## config.mk

```make
export PLATFORM = sky130hd
export DESIGN_NAME = serial_adder
export DESIGN_NICKNAME = d
export VERILOG_FILES = /design/src/rtl/serial_adder.sv
export SDC_FILE = /design/constraint.sdc
export NUM_CORES = 1
export LEC_CHECK = 0
export CAP_MARGIN = 20
export CELL_PAD_IN_SITES_DETAIL_PLACEMENT = 1
export CELL_PAD_IN_SITES_GLOBAL_PLACEMENT = 1
export CORE_ASPECT_RATIO = 1.25
export CORE_MARGIN = 2
export CORE_UTILIZATION = 39
export DETAILED_ROUTE_END_ITERATION = 10
export PLACE_DENSITY = 0.82
export SYNTH_ARGS = -nofsm -noshare
export SYNTH_HDL_FRONTEND = slang
export SYNTH_SLANG_ARGS = --single-unit
```

## constraint.sdc

```tcl
create_clock -name clk -period 1.3 [get_ports clk]
set_input_delay 0.26 -clock clk [delete_from_list [all_inputs] [get_ports clk]]
set_output_delay 0.26 -clock clk [all_outputs]
set_load 0.01 [all_outputs]
```

## src/rtl/serial_adder.sv

```systemverilog
// Bit-serial unsigned adder: one full-adder cell plus carry flop,
// LSB first, WIDTH cycles per result with a one-cycle done pulse.
module serial_adder #(
    parameter int WIDTH = 4
) (
    input  logic             clk,
    input  logic             rst,
    input  logic             start,
    input  logic [WIDTH-1:0] a,
    input  logic [WIDTH-1:0] b,
    output logic             busy,
    output logic             done,
    output logic [WIDTH-1:0] sum,
    output logic             carry
);

    localparam int CW = (WIDTH > 2) ? $clog2(WIDTH) : 1;

    typedef enum logic {IDLE, RUN} state_t;

    state_t           state, state_nxt;
    logic [WIDTH-1:0] a_reg, a_nxt;
    logic [WIDTH-1:0] b_reg, b_nxt;
    logic [WIDTH-1:0] res, res_nxt;
    logic [WIDTH-1:0] sum_nxt;
    logic [CW-1:0]    cnt, cnt_nxt;
    logic             c, c_nxt;
    logic             carry_nxt;
    logic             done_nxt;
    logic             s;
    logic             last;

    assign s    = a_reg[0] ^ b_reg[0] ^ c;
    assign last = (cnt == CW'(WIDTH - 1));
    assign busy = (state == RUN);

    always_ff @(posedge clk or posedge rst) begin
        if (rst) begin
            state <= IDLE;
            a_reg <= '0;
            b_reg <= '0;
            res   <= '0;
            cnt   <= '0;
            c     <= 1'b0;
            sum   <= '0;
            carry <= 1'b0;
            done  <= 1'b0;
        end else begin
            state <= state_nxt;
            a_reg <= a_nxt;
            b_reg <= b_nxt;
            res   <= res_nxt;
            cnt   <= cnt_nxt;
            c     <= c_nxt;
            sum   <= sum_nxt;
            carry <= carry_nxt;
            done  <= done_nxt;
        end
    end

    always_comb begin
        state_nxt = state;
        a_nxt     = a_reg;
        b_nxt     = b_reg;
        res_nxt   = res;
        cnt_nxt   = cnt;
        c_nxt     = c;
        sum_nxt   = sum;
        carry_nxt = carry;
        done_nxt  = 1'b0;
        unique case (state)
            IDLE: begin
                if (start) begin
                    a_nxt     = a;
                    b_nxt     = b;
                    c_nxt     = 1'b0;
                    cnt_nxt   = '0;
                    state_nxt = RUN;
                end
            end
            RUN: begin
                c_nxt   = (a_reg[0] & b_reg[0]) | (a_reg[0] & c) | (b_reg[0] & c);
                res_nxt = {s, res[WIDTH-1:1]};
                a_nxt   = a_reg >> 1;
                b_nxt   = b_reg >> 1;
                cnt_nxt = cnt + 1'b1;
                // Final bit: publish result; start is ignored here by design
                if (last) begin
                    sum_nxt   = res_nxt;
                    carry_nxt = c_nxt;
                    done_nxt  = 1'b1;
                    state_nxt = IDLE;
                end
            end
            default: state_nxt = IDLE;
        endcase
    end

endmodule

```

==> summary.txt <==
Setup path
  – Worst Path Arrival: 1490 ps
  – Critical path type: flip-flop to flip-flop
  – Worst path depth: 2
  – Worst Setup EP: res[3]$_DFFE_PP0P_
  – Cell family with most CP delay: adder cells
  – Crit-path cells: fa_1 -> mux2_4
  – Worst flop-to-flop path endpoint: res[3]$_DFFE_PP0P_
  – R2R depth: 2
  – Critical path's slowest cell: fa_1
  – CP max stage delay: 490 ps
  – FF-to-FF setup slack: 20 ps
  – CP startpoint: c$_DFFE_PP0P_
  – CP max FO: 2
  – Nature of the critical path endpoint: flip-flop
  – Crit path buffers/inverters: 0
  – Critical Path RT: 1510 ps
  – Reg-to-reg startpoint: c$_DFFE_PP0P_
  – Startpoint types: flip-flop

GRT
  – GRT Overall Usage: 15.1%
  – Wire length of the first global-routing pass: 2930 µm
  – Vias in the first global route: 664
  – Initial antenna violation count: 0
  – GR Overflow Total: 0
  – Largest net degree at the start of global routing: 26

Timing
  – Rel. slew slack: 82.3%
  – Final period util: 98.7%
  – Max Slew Vio Count: 0
  – Fmax: 780 MHz
  – Fin. Hold Viols: 0
  – Tmin final: 1280 ps
  – Final setup fails: 0
  – Max Clock Skew: 17.5 ps
  – Worst-Margin Slew: 265 ps

Clock network
  – CTS Buf Count: 3
  – H-tree depth: 1
  – Hold Buf Count CTS: 0
  – Clk sink count: 21
  – Worst skew pair latency: 310 ps
  – CTS root buffer: clkbuf_4
  – Clk buf depth: 2
  – CTS tree: done
  – Clk slew on worst S/H paths: 130 ps

Floorplanning
  – DIE HEIGHT: 58.3 µm
  – Initial Utilization: 41.5%
  – Rows: 19
  – CORE AREA: 2210 µm²
  – Num ports: 18
  – Die area: 2760 µm²
  – Overall die width: 47.4 µm

Synthesis
  – Mapped Area: 918 µm²
  – #FFs+latches synth: 21
  – Synth area leaders: dfrtp_1 57%, mux2i_1 9.8%, mux2_2 8.6%
  – Synthesized Nets: 83
  – Synth cell types: 17
  – Mapped Avg Cell Area: 13.1 µm²
  – Sequential share of the synthesized area: 57.2%
  – Share of the synthesized area in the top cell type: 57.2%
  – Largest area contributor in the netlist: dfrtp_1
  – YS warnings: 0
  – Syn Inst Count: 70

Pwr
  – Pwr/cell area: 1970 nW/µm²
  – Static Leakage: 0.579 nW
  – Worst VDD drop: 934 µV

Route
  – DRC Markers: 0
  – Post-route ant nets: 0
  – Met2 WL: 811 µm
  – Routed wl met3: 75 µm
  – Top layer in use: met3
  – Drt first pass iters: 4
  – Via density: 4.74
  – Post-DR wirelength/cell: 12.7 µm
  – Metal-1 WL: 683 µm
  – Initial DRC count: 7
  – DRT Wirelength: 1570 µm
  – Vias: 588

Finish
  – Final Cell Area: 1160 µm²
  – Commonest cells after routing, fill and taps aside: 21 x dfrtp_1, 10 x clkdlybuf4s50_1, 9 x mux2i_1
  – N_diodes: 0
  – Final net count: 107
  – Multi-input gate area: 339 µm²
  – Non-Filler Instances: 124
  – Commonest non-fill, non-tap cell in the layout: dfrtp_1
  – Register area: 526 µm²
  – Share of cells above drive strength 1: 21.5%
  – Area Overhead vs Synth: 26.3%
  – Layout fillers: 244

Worst hold path
  – Worst Hold Class: input pin to async pin

Placed design
  – Dpl cells: 118
  – Dpl hpwl: 1150 µm
  – Post-placement cell area: 1130 µm²
  – Global placer's final weighted congestion: 0.683
  – PortBufs: 17

Outcome
  – Status: finished clean

Flow run
  – Maxcap violations: 0
## synth_stat cells (all sizes together)
library cell,n
nor2,3
mux2,9
inv,3
mux2i,9
dfrtp,21
nand2,9
ha,1
buf,4
nand2b,2
o21ai,8
fa,1
## through the flow
step	setup WS [ps]	setup TNS, ps	util, %	hold WS (ps)	total power, mW
6_report	17.5	0	52.5	269	2.28
5_1_grt	-4.54	-8.21	52.5	309	2.50
4_1_cts	13.3	0	52.1	284	2.32
3_5_place_dp	-25.8	-66.0	51.0	493	2.05
3_3_place_gp	10.2	0	51.0	466	1.98
2_1_floorplan	60.8	0	-	237	1.70
## worst reg2reg max path, delay by kind of cell (launching register included)
family	cells	cell delay [ps]
muxes	1	270
DFF	1	420
adders and majority gates	1	490
## what timing repair did
action,in CTS,in global routing
endpoints found under the setup margin,7,2
gates resized for setup,7,0
buffers inserted,1,1
pin swaps,0,0
## kinds of logic after synthesis
family | count (synthesis) | share of synthesized area, %
flops | 21 | 57.2
mux | 18 | 21.7
simple gates | 14 | 7.36
compound gates | 8 | 4.36
buf+inv | 7 | 5.86
fa+ha+maj | 2 | 3.54
## where the power goes
| part | total, mW | leakage, nW | internal (mW) | switching [mW] |
|---|---|---|---|---|
| Sequential | 1.06 | 0.269 | 0.912 | 0.146 |
| Combinational | 0.911 | 0.295 | 0.522 | 0.389 |
| Clock | 0.315 | 0.0150 | 0.120 | 0.196 |
## worst min path at each step
stage	end	startpoint	slack (ps)	cells after the start
floorplan	a_reg[0]$_DFFE_PP0P_	rst	240	1
CTS	sum[2]$_DFFE_PP0P_	rst	280	3
finish	b_reg[3]$_DFFE_PP0P_	rst	270	3
global placement	b_reg[1]$_DFFE_PP0P_	b_reg[2]$_DFFE_PP0P_	470	2
detailed placement	b_reg[1]$_DFFE_PP0P_	b_reg[2]$_DFFE_PP0P_	490	2
global route	res[2]$_DFFE_PP0P_	rst	310	3
## cell type report
type                            count  share of cell area, %
Clock buffer                        4                   2.27
Inverter                            3                  0.971
Sequential cell                    21                   45.3
Multi-Input combinational cell     42                   29.2
Tap cell                           31                   3.34
Timing Repair Buffer               23                   18.9
## per-layer routing
layer	global-route usage, %	vias up
li1	-	281
met2	23.4	15
met3	2.80	0
met4	5.95	0
met1	20.4	292
met5	0	-
Power figures use the tool's default switching activity.
